--- config.mk ---
export PLATFORM = sky130hd
export DESIGN_NAME = encoder_motion_sequencer
export DESIGN_NICKNAME = d
export VERILOG_FILES = /design/src/rtl/encoder_seq_pkg.sv /design/src/rtl/quad_decoder.sv /design/src/rtl/encoder_motion_sequencer.sv
export SDC_FILE = /design/constraint.sdc
export NUM_CORES = 1
export LEC_CHECK = 0
export CORE_MARGIN = 3
export CORE_UTILIZATION = 45
export DETAILED_ROUTE_END_ITERATION = 8
export PLACE_DENSITY = 0.66
export SLEW_MARGIN = 20
export SYNTH_ARGS = -nofsm -noshare
export SYNTH_HDL_FRONTEND = slang
export SYNTH_SLANG_ARGS = --single-unit
--- constraint.sdc ---
create_clock -name csi_MCLK_clk -period 6.1 [get_ports csi_MCLK_clk]
set_input_delay 0.915 -clock csi_MCLK_clk [delete_from_list [all_inputs] [get_ports csi_MCLK_clk]]
set_output_delay 0.915 -clock csi_MCLK_clk [all_outputs]
set_load 0.02 [all_outputs]
--- src/rtl/encoder_seq_pkg.sv ---
// Shared definitions for the encoder motion sequencer: FSM state encoding,
// register map, STATUS bit positions, CTRL bit positions and the ID constant.
package encoder_seq_pkg;

    localparam logic [31:0] ID_VALUE = 32'hEA680010;

    typedef enum logic [2:0] {
        StIdle  = 3'd0,
        StSeek  = 3'd1,
        StMove  = 3'd2,
        StDone  = 3'd3,
        StFault = 3'd4
    } seq_state_e;

    localparam logic [2:0] AddrId       = 3'd0;
    localparam logic [2:0] AddrCtrl     = 3'd1;
    localparam logic [2:0] AddrTarget   = 3'd2;
    localparam logic [2:0] AddrPosition = 3'd3;
    localparam logic [2:0] AddrStatus   = 3'd4;
    localparam logic [2:0] AddrTimeout  = 3'd5;
    localparam logic [2:0] AddrTol      = 3'd6;

    localparam int unsigned CtrlHomeBit  = 0;
    localparam int unsigned CtrlMoveBit  = 1;
    localparam int unsigned CtrlAbortBit = 2;

    localparam int unsigned StatusDoneBit    = 4;
    localparam int unsigned StatusFaultBit   = 5;
    localparam int unsigned StatusBusyBit    = 6;
    localparam int unsigned StatusIllegalBit = 7;

endpackage

--- src/rtl/quad_decoder.sv ---
// Quadrature decoder: 2-flop synchronizers and an edge register on A, B and Z,
// then 4x decoding. Positive direction is A leading B ({A,B}: 00,10,11,01).
// Ports:
//   clk, rst         clock, asynchronous active-high reset
//   a, b, z          raw asynchronous encoder inputs
//   step             one valid Gray transition this cycle
//   step_dir         1 = +1, 0 = -1 (meaningful only with step)
//   index_rise       synchronized rising edge on Z
//   illegal          A and B changed together (transition ignored)
module quad_decoder (
    input  logic clk,
    input  logic rst,
    input  logic a,
    input  logic b,
    input  logic z,
    output logic step,
    output logic step_dir,
    output logic index_rise,
    output logic illegal
);
    // [0] first synchronizer flop, [1] second
    logic [1:0] a_sync, b_sync, z_sync;
    logic       a_prev, b_prev, z_prev;
    logic       a_chg, b_chg;

    always_ff @(posedge clk or posedge rst) begin
        if (rst) begin
            a_sync <= '0;
            b_sync <= '0;
            z_sync <= '0;
            a_prev <= 1'b0;
            b_prev <= 1'b0;
            z_prev <= 1'b0;
        end else begin
            a_sync <= {a_sync[0], a};
            b_sync <= {b_sync[0], b};
            z_sync <= {z_sync[0], z};
            a_prev <= a_sync[1];
            b_prev <= b_sync[1];
            z_prev <= z_sync[1];
        end
    end

    assign a_chg      = a_sync[1] ^ a_prev;
    assign b_chg      = b_sync[1] ^ b_prev;
    assign step       = a_chg ^ b_chg;
    assign illegal    = a_chg & b_chg;
    // Forward transitions all satisfy new_A != old_B
    assign step_dir   = a_sync[1] ^ b_prev;
    assign index_rise = z_sync[1] & ~z_prev;

endmodule

--- src/rtl/encoder_motion_sequencer.sv ---
// Avalon-MM slave sequencing one encoder-fed axis: quadrature position counter,
// Z-index homing, and move-to-target within a tolerance window.
// Optional watchdog: define ENCODER_SEQ_TIMEOUT_EN to enable the TIMEOUT
// register and the FAULT path; otherwise register 5 reads 0.
// Ports:
//   rsi_MRST_reset, csi_MCLK_clk   async active-high reset, clock
//   avs_ctrl_*                     Avalon-MM slave (1-cycle registered reads)
//   A, B, Z                        asynchronous encoder inputs
//   motor_en, motor_dir            driver enable / direction (1 = positive)
//   irq                            level interrupt on DONE/FAULT entry
module encoder_motion_sequencer #(
    parameter logic [31:0] ID_VALUE = encoder_seq_pkg::ID_VALUE,
    parameter int unsigned POS_W    = 16
) (
    input  logic        rsi_MRST_reset,
    input  logic        csi_MCLK_clk,
    input  logic [2:0]  avs_ctrl_address,
    input  logic [31:0] avs_ctrl_writedata,
    input  logic [3:0]  avs_ctrl_byteenable,
    input  logic        avs_ctrl_write,
    input  logic        avs_ctrl_read,
    output logic [31:0] avs_ctrl_readdata,
    output logic        avs_ctrl_waitrequest,
    input  logic        A,
    input  logic        B,
    input  logic        Z,
    output logic        motor_en,
    output logic        motor_dir,
    output logic        irq
);
    import encoder_seq_pkg::*;

    localparam logic [POS_W-1:0] PosOne = POS_W'(1);

    seq_state_e       state_q;
    logic [POS_W-1:0] position_q, target_q;
    logic [7:0]       tol_q;
    logic             motor_en_q, motor_dir_q, irq_q;
    logic             done_q, fault_q, illegal_q, move_pending_q;
    logic [31:0]      readdata_q, rdata;

    logic step, step_dir, index_rise, illegal;
    logic wr_ctrl, wr_status, cmd_home, cmd_move, cmd_abort, busy;
    logic [POS_W:0] err, err_mag, tol_ext;
    logic err_pos, target_pos, in_tol, wd_fire;
    logic unused_bits;

    quad_decoder u_quad_decoder (
        .clk        (csi_MCLK_clk),
        .rst        (rsi_MRST_reset),
        .a          (A),
        .b          (B),
        .z          (Z),
        .step       (step),
        .step_dir   (step_dir),
        .index_rise (index_rise),
        .illegal    (illegal)
    );

    assign wr_ctrl   = avs_ctrl_write && (avs_ctrl_address == AddrCtrl);
    assign wr_status = avs_ctrl_write && (avs_ctrl_address == AddrStatus);
    assign cmd_home  = wr_ctrl & avs_ctrl_writedata[CtrlHomeBit];
    assign cmd_move  = wr_ctrl & avs_ctrl_writedata[CtrlMoveBit];
    assign cmd_abort = wr_ctrl & avs_ctrl_writedata[CtrlAbortBit];
    assign busy      = (state_q == StSeek) || (state_q == StMove);

    // Signed error in POS_W+1 bits cannot overflow
    assign err        = {target_q[POS_W-1], target_q} - {position_q[POS_W-1], position_q};
    assign err_mag    = err[POS_W] ? (~err + 1'b1) : err;
    assign tol_ext    = (POS_W+1)'(tol_q);
    assign in_tol     = err_mag <= tol_ext;
    assign err_pos    = ~err[POS_W] && (err != '0);
    assign target_pos = ~target_q[POS_W-1] && (target_q != '0);

`ifdef ENCODER_SEQ_TIMEOUT_EN
    logic [23:0] timeout_q, wd_q;

    // Idle states keep the counter primed so entry into SEEK/MOVE starts full
    always_ff @(posedge csi_MCLK_clk or posedge rsi_MRST_reset) begin
        if (rsi_MRST_reset) begin
            wd_q <= 24'hFFFFFF;
        end else if (!busy || step || (state_q == StSeek && index_rise)) begin
            wd_q <= timeout_q;
        end else begin
            wd_q <= wd_q - 24'd1;
        end
    end
    assign wd_fire = busy && !step && (wd_q <= 24'd1);
`else
    assign wd_fire = 1'b0;
`endif

    // Position counter: index clear beats bus load beats encoder step
    always_ff @(posedge csi_MCLK_clk or posedge rsi_MRST_reset) begin
        if (rsi_MRST_reset) begin
            position_q <= '0;
        end else if (state_q == StSeek && index_rise) begin
            position_q <= '0;
        end else if (avs_ctrl_write && avs_ctrl_address == AddrPosition && !busy) begin
            position_q <= avs_ctrl_writedata[POS_W-1:0];
        end else if (step) begin
            position_q <= step_dir ? position_q + PosOne : position_q - PosOne;
        end
    end

    always_ff @(posedge csi_MCLK_clk or posedge rsi_MRST_reset) begin
        if (rsi_MRST_reset) begin
            state_q        <= StIdle;
            motor_en_q     <= 1'b0;
            motor_dir_q    <= 1'b0;
            move_pending_q <= 1'b0;
            done_q         <= 1'b0;
            fault_q        <= 1'b0;
            irq_q          <= 1'b0;
        end else begin
            // Clear first so a same-cycle DONE/FAULT entry still sets
            if (wr_status) begin
                done_q  <= 1'b0;
                fault_q <= 1'b0;
                irq_q   <= 1'b0;
            end
            if (cmd_abort) begin
                state_q        <= StIdle;
                motor_en_q     <= 1'b0;
                move_pending_q <= 1'b0;
            end else begin
                unique case (state_q)
                    StIdle, StDone, StFault: begin
                        if (cmd_home) begin
                            state_q        <= StSeek;
                            motor_en_q     <= 1'b1;
                            motor_dir_q    <= 1'b0;
                            move_pending_q <= cmd_move;
                        end else if (cmd_move) begin
                            state_q        <= StMove;
                            motor_en_q     <= 1'b1;
                            motor_dir_q    <= err_pos;
                            move_pending_q <= 1'b0;
                        end
                    end
                    StSeek: begin
                        if (index_rise) begin
                            move_pending_q <= 1'b0;
                            if (move_pending_q) begin
                                // Position is zero from the next cycle on
                                state_q     <= StMove;
                                motor_dir_q <= target_pos;
                            end else begin
                                state_q    <= StDone;
                                motor_en_q <= 1'b0;
                                done_q     <= 1'b1;
                                irq_q      <= 1'b1;
                            end
                        end else if (wd_fire) begin
                            state_q    <= StFault;
                            motor_en_q <= 1'b0;
                            fault_q    <= 1'b1;
                            irq_q      <= 1'b1;
                        end
                    end
                    StMove: begin
                        if (in_tol) begin
                            state_q    <= StDone;
                            motor_en_q <= 1'b0;
                            done_q     <= 1'b1;
                            irq_q      <= 1'b1;
                        end else if (wd_fire) begin
                            state_q    <= StFault;
                            motor_en_q <= 1'b0;
                            fault_q    <= 1'b1;
                            irq_q      <= 1'b1;
                        end else begin
                            motor_dir_q <= err_pos;
                        end
                    end
                    default: begin
                        state_q    <= StIdle;
                        motor_en_q <= 1'b0;
                    end
                endcase
            end
        end
    end

    always_comb begin
        rdata = '0;
        case (avs_ctrl_address)
            AddrId:       rdata = ID_VALUE;
            AddrTarget:   rdata = 32'(target_q);
            AddrPosition: rdata = {{(32-POS_W){position_q[POS_W-1]}}, position_q};
            AddrStatus: begin
                rdata[2:0]              = state_q;
                rdata[StatusDoneBit]    = done_q;
                rdata[StatusFaultBit]   = fault_q;
                rdata[StatusBusyBit]    = busy;
                rdata[StatusIllegalBit] = illegal_q;
            end
`ifdef ENCODER_SEQ_TIMEOUT_EN
            AddrTimeout:  rdata = 32'(timeout_q);
`endif
            AddrTol:      rdata = 32'(tol_q);
            default:      rdata = '0;
        endcase
    end

    always_ff @(posedge csi_MCLK_clk or posedge rsi_MRST_reset) begin
        if (rsi_MRST_reset) begin
            target_q   <= '0;
            tol_q      <= '0;
            illegal_q  <= 1'b0;
            readdata_q <= '0;
`ifdef ENCODER_SEQ_TIMEOUT_EN
            timeout_q  <= 24'hFFFFFF;
`endif
        end else begin
            if (avs_ctrl_write && avs_ctrl_address == AddrTarget) begin
                target_q <= avs_ctrl_writedata[POS_W-1:0];
            end
            if (avs_ctrl_write && avs_ctrl_address == AddrTol) begin
                tol_q <= avs_ctrl_writedata[7:0];
            end
`ifdef ENCODER_SEQ_TIMEOUT_EN
            if (avs_ctrl_write && avs_ctrl_address == AddrTimeout) begin
                timeout_q <= avs_ctrl_writedata[23:0];
            end
`endif
            illegal_q <= illegal | (illegal_q & ~wr_status);
            if (avs_ctrl_read) begin
                readdata_q <= rdata;
            end
        end
    end

    assign avs_ctrl_readdata    = readdata_q;
    assign avs_ctrl_waitrequest = 1'b0;
    assign motor_en             = motor_en_q;
    assign motor_dir            = motor_dir_q;
    assign irq                  = irq_q;

    assign unused_bits = ^{avs_ctrl_byteenable, avs_ctrl_writedata};

endmodule

==> results.cfg, run 1 <==
[yosys]
synth_area_um2 = 5710
synth_compound_area_share_pct = 18.8
synth_fp_nets = 732
async_reset_ff_share_pct = 100
synth_area_per_cell_um2 = 8.89
synth_top_area_share_pct = 32.9
synth_edf_count = 0
synth_warnings = 0
synth-xor-area-share_pct = 5.66
synth_flop_cell = dfrtp_1
ys_seq_area_share_pct = 32.9
syn_inst = 642
ys_types = 67
yosys.area_share.adder_pct = 9.91
synth_area_leaders = dfrtp_1 33%, ha_1 9.2%, mux2i_1 5.3%, mux2_2 4.5%, o21ai_0 3.7%
synthMuxAreaShare_pct = 10.3
synth_top_family_by_area = compound AO/OA/AOI/OAI gates
synth-simple-area-share_pct = 15.4
yosysTopAreaCell = dfrtp_1
synth-seq-cells = 75

[sta]
period_share_pct = 82.6
finalHoldViolCount = 0
finClkSkew_ns = 0.00730
setup_violations = 0
tightest_slew_ns = 1.04
relSlewSlack_pct = 30.2
rsz0062_at_grt = false
setup_tns_ns = 0
holdWs_ns = 0.349
fmax_ghz = 0.199
slew_violations = 0
finalCriticalPeriod_ns = 5.04

[floorplan]
fp.dieH_um = 119
core_area_um2 = 12200
initial_core_util_pct = 46.7
num_rows = 40
ios = 82
die_area_um2 = 14100
die_x_um = 119

[min_path]
min_path_type = reg -> reg
min_path_cells = 0
hold_start = u_quad_decoder.z_sync[0]

[setup_path]
worstRegToRegCells = 21
crit_path_max_fanout = 9
end_kind = flip-flop
cp_data_arrival_time_ns = 5.26
critical_path_class = reg -> reg
startpoint = position_q[0]
required_ns = 6.32
start_kind = flip-flop
rr_startpoint = position_q[0]

[place]
dp_hpwl_mm = 11.4
io_buffers = 60
gp_congestion = 0.918

[job]
max_cap_viol_count = 0

[drt]
drt-pass1-iter-count = 4
top_layer = met4
vias_per_cell = 5.72
drtIter0Drc = 418
num_vias = 4866
wl_per_cell_um = 17.4
drc_errors = 0
postRouteAntennaNets = 0
wl_met1_mm = 7.06
routed_wl_mm = 14.8
dr_wl_met3_um = 649
met2_wirelength_mm = 6.95

[layout]
regArea_um2 = 1880
final_common_cell = dfrtp_1
fin_nets = 768
fillers = 1117
area_growth_pct = 16.5
drive_gt1_share_pct = 9.08
num_antenna_cells = 0
multiInputGateArea_um2 = 3440
final_cell_mix = 75 x dfrtp_1, 60 x clkdlybuf4s50_1, 50 x inv_1, 50 x nor2_1

[clocking]
post_cts_buffers = 0
cts_tree = built
cts_made_buffers = 9
cts.path.max_buffers = 2
cts.sinks = 75
cts_resized = 0
cts_root_buf = clkbuf_16
clkLatencyLatePin_ns = 0.34
ctsHoldBuffers = 0
htreeDepth = 3
path_clk_slew_ns = 0.06

[power]
cellLeakagePower_nw = 2.89
p_per_area_nw_per_um2 = 560
ir_drop_uv = 248

[grt]
grtUsageTotal_pct = 21.3
grt_max_degree = 51
overflow = 0
antenna_found_initial = 0
grt_pass1_wl_mm = 24.4
grt_pass1_vias = 4764

[status]
outcome = finished clean
==> cell families (layout without fill, tap and decap cells) <==
kind of cell               Yosys count  after routing
other                                1              1
muxes                               55             55
AOI/OAI and AO/OA                  168            168
DFF                                 75             75
xor gates and xnor gates            36             36
adders and majority gates           44             44
and+or+nand+nor                    172            172
buffers and inverters               91            132
==> per-layer routing <==
layer	global-route usage, %	vias to the layer above
met3	3.16	15
met1	29.7	2381
met4	5.65	0
met5	0	-
li1	-	2353
met2	34.5	117
==> synthesized netlist by cell type, drive strengths merged (10+ instances only) <==
cell    count
dfrtp      75
inv        51
nor2       50
o21ai      44
a21oi      42
ha         42
nand2      35
mux2i      30
mux2       25
clkbuf     23
xnor2      21
a211oi     17
buf        17
xor2       15
o22ai      13
nand2b     12
nand4      12
nand3      10
nor3       10
==> state kept, by name, indices dropped and copies added (netlist names), 2 cells and up <==
name,flops
avs_ctrl_readdata,18
position_q,16
target_q,16
tol_q,8
state_q,2
u_quad_decoder.a_sync,2
u_quad_decoder.b_sync,2
u_quad_decoder.z_sync,2
==> report_power, final <==
part / leakage (nW) / total (mW) / internal [mW] / switching, mW
sequential: 0.913 / 0.779 / 0.628 / 0.151
combinational: 1.83 / 2.41 / 1.06 / 1.35
clock: 0.141 / 0.530 / 0.315 / 0.215
total: 2.89 / 3.72 / 2.00 / 1.72
==> worst max-delay path, cell delays in order (launching register included) <==
cell	delay, ns
dfrtp_1	0.46
ha_1	0.26
fa_1	0.40
nand2b_1	0.19
a21oi_1	0.39
o21ai_0	0.17
o221ai_1	0.26
nand2_1	0.28
o21ai_0	0.25
ha_1	0.27
nor2b_1	0.13
o21ai_0	0.19
nand2b_1	0.08
a21oi_1	0.16
o21ai_0	0.11
a21oi_1	0.15
nor2b_1	0.06
o22ai_1	0.18
nand4_1	0.18
nor3_2	0.34
a211oi_2	0.13
mux2_4	0.30
==> through the flow <==
step	util, %	worst slack, ns	cells	total power, mW	area [um2]
after floorplan	-	1.88	642	2.62	5710
final	54.4	1.06	851	3.72	6650
after detailed placement	52.0	1.14	835	3.16	6350
after global placement	52.0	1.34	835	3.08	6350
after CTS	54.4	1.13	851	3.71	6650
after global routing	54.4	0.571	851	4.06	6650
==> final cells by class <==
class / count / share of cell area (%)
multi-input combinational: 476 / 51.7
sequential: 75 / 28.2
timing repair buffer: 65 / 9.60
clock buffer: 9 / 3.39
tap: 168 / 3.16
inverter: 51 / 2.88
clock inverter: 7 / 1.04
==> final timing paths <==
kind / endpoint / slack [ns]
min in group asynchronous: avs_ctrl_readdata[11] / 0.95
max: motor_dir / 1.06
max reg2reg: motor_dir / 1.06
min: u_quad_decoder.z_sync[1] / 0.35
min reg2reg: u_quad_decoder.z_sync[1] / 0.35
max in group asynchronous: motor_dir / 4.10
(Power assumes the default switching activity.)
==> run 2: changes to the inputs <==
--- a/config.mk
+++ b/config.mk
@@ -8,7 +8,7 @@
 export CORE_MARGIN = 3
 export CORE_UTILIZATION = 45
 export DETAILED_ROUTE_END_ITERATION = 8
-export PLACE_DENSITY = 0.66
+export PLACE_DENSITY = 0.69
 export SLEW_MARGIN = 20
 export SYNTH_ARGS = -nofsm -noshare
 export SYNTH_HDL_FRONTEND = slang
==> constraint.sdc (replaced) <==
create_clock -name csi_MCLK_clk -period 4.1 [get_ports csi_MCLK_clk]
set_input_delay 0.615 -clock csi_MCLK_clk [delete_from_list [all_inputs] [get_ports csi_MCLK_clk]]
set_output_delay 0.615 -clock csi_MCLK_clk [all_outputs]
set_load 0.02 [all_outputs]
==> run 2 against run 1 <==
  * Cell area rose by 5.5%
  * Utilization rose by 3.0 points
  * Routed wire length rose by 1.7%
  * Non-clock buffer count rose by 42
  * Sequential share of layout area fell by 1.5 points
  * Count of clock-buffer cells in the layout did not move
  * Critical path type unchanged
  * Worst hold slack improved by 0.00054 ns
  * Register-to-register slack got worse by 0.92 ns
  * Largest power group unchanged
  * Sequential power rose by 40%
  * Critical path depth fell by 6
  * Total power rose by 61%
==> results.cfg, run 2 (synthesis gave the netlist of run 1 again) <==
[sta]
tightest_slew_ns = 0.942
rsz0062_at_grt = true
setup_tns_ns = 0
period_share_pct = 96.5
relSlewSlack_pct = 36.9
finClkSkew_ns = 0.00536
setup_violations = 0
fmax_ghz = 0.253
finalHoldViolCount = 0
slew_violations = 0
finalCriticalPeriod_ns = 3.96

[layout]
area_growth_pct = 22.9
final_common_cell = dfrtp_1
instances_no_fill = 893
final_cell_mix = 75 x dfrtp_1, 60 x clkdlybuf4s50_1, 50 x nor2_1
drive_gt1_share_pct = 15.7
num_antenna_cells = 0
largest_register_ffs = 18
fillers = 1109
fin_nets = 810
fin_util_pct = 57.4

[min_path]
min_path_type = reg -> reg

[setup_path]
required_ns = 4.37
end_kind = flip-flop
critical_path_class = reg -> reg
start_kind = flip-flop
crit_path_max_fanout = 4
cp_data_arrival_time_ns = 4.23

[place]
io_buffers = 60
gp_congestion = 0.871
dp_hpwl_mm = 12.0
placedCellCount = 876

[drt]
drt-pass1-iter-count = 5
vias_per_cell = 5.51
routed_wl_mm = 15.1
drc_errors = 0
num_vias = 4920
drtIter0Drc = 305
wl_per_cell_um = 16.9
postRouteAntennaNets = 0

[floorplan]
core_area_um2 = 12200
die_x_um = 119
fp.dieH_um = 119
initial_core_util_pct = 46.7
ios = 82
num_rows = 40
die_area_um2 = 14100

[power]
cellLeakagePower_nw = 3.11
sequentialPowerShare_pct = 18.3
p_comb_share_pct = 68.3
p_per_area_nw_per_um2 = 852
ir_drop_uv = 434
switching_share_pct = 45.0
power.internal_mw = 3.28
p_switching_mw = 2.69
clock_power_share_pct = 13.4

[grt]
antenna_found_initial = 0
grt_pass1_vias = 4835
grt_pass1_wl_mm = 24.5
grtUsageTotal_pct = 21.6
grt_max_degree = 45
overflow = 0

[clocking]
cts_made_buffers = 9
path_clk_slew_ns = 0.06
clkLatencyLatePin_ns = 0.34
cts_tree = built
cts_root_buf = clkbuf_16
cts.sinks = 75
htreeDepth = 3
cts.path.max_buffers = 2

[job]
max_cap_viol_count = 0

[status]
outcome = finished clean
run 2: changes by cell type in the layout (fill, tap and decap cells not counted), sizes merged:
| cell | delta |
|---|---|
| buf | +42 |
| inv | +2 |
| clkinvlp | -2 |
run 2: cell type report:
class | count | area (um2) | share of cell area, %
Clock inverter | 7 | 75.1 | 1.07
Inverter | 51 | 191 | 2.73
Timing Repair Buffer | 107 | 953 | 13.6
Tap cell | 168 | 210 | 3.00
Sequential cell | 75 | 1880 | 26.8
Clock buffer | 9 | 225 | 3.21
Multi-Input combinational cell | 476 | 3480 | 49.6
run 2: metal layers:
layer	vias to the layer above	track usage, %	part of all wire, %	wire length [um]
met1	2354	30.6	48	7290
met4	0	5.36	1.1	173
met3	18	3.64	4.0	606
li1	2440	-	-	-
met2	108	34.6	46	7010
met5	-	0	0	0
run 2: timing repair:
action	in CTS	in global routing
buffers inserted	0	1
cloned	0	0
hold buffers	0	0
pin swaps	4	13
resized for setup	2	14
setup endpoints to repair	6	6
run 2: critical path, stage by stage, from the launching register on:
cell	delay [ns]
dfrtp_1	0.38
inv_1	0.07
ha_1	0.35
o21ai_0	0.35
a21oi_4	0.06
buf_4	0.16
o22ai_1	0.16
xor2_1	0.37
nand4_1	0.25
nor2_1	0.17
mux2_1	0.34
o32ai_1	0.31
nand4_1	0.19
o31a_1	0.38
a21oi_2	0.14
mux2i_1	0.19
run 2: power by group through the flow:
stage | clock, mW | combinational [mW] | sequential [mW]
finish | 0.801 | 4.08 | 1.09
global route | 0.846 | 4.51 | 1.12
CTS | 0.809 | 3.97 | 1.09
detailed placement | 0 | 3.93 | 1.10
global placement | 0 | 3.86 | 1.09
floorplan | 0 | 2.79 | 1.12
run 2: worst paths after layout:
check / endpoint / slack (ns) / start / cells past startpoint
setup / recovery: motor_en / 0.14 / position_q[3] / 15
hold / removal: u_quad_decoder.z_sync[1] / 0.35 / u_quad_decoder.z_sync[0] / 0
setup reg to reg: motor_en / 0.14 / position_q[3] / 15
hold reg to reg: u_quad_decoder.z_sync[1] / 0.35 / u_quad_decoder.z_sync[0] / 0
max in group asynchronous: target_q[13] / 2.81 / rsi_MRST_reset / 3
min in group asynchronous: illegal_q / 0.49 / rsi_MRST_reset / 2
run 2: through the flow:
step	setup slack, ns	power (mW)	hold WS (ns)	cell area, um2
2_1_floorplan	0.0137	3.91	0.331	5710
3_3_place_gp	-0.0408	4.95	0.334	6670
3_5_place_dp	-0.133	5.04	0.340	6670
4_1_cts	0.0376	5.87	0.354	6970
5_1_grt	-0.164	6.47	0.360	7010
6_report	0.143	5.97	0.350	7010
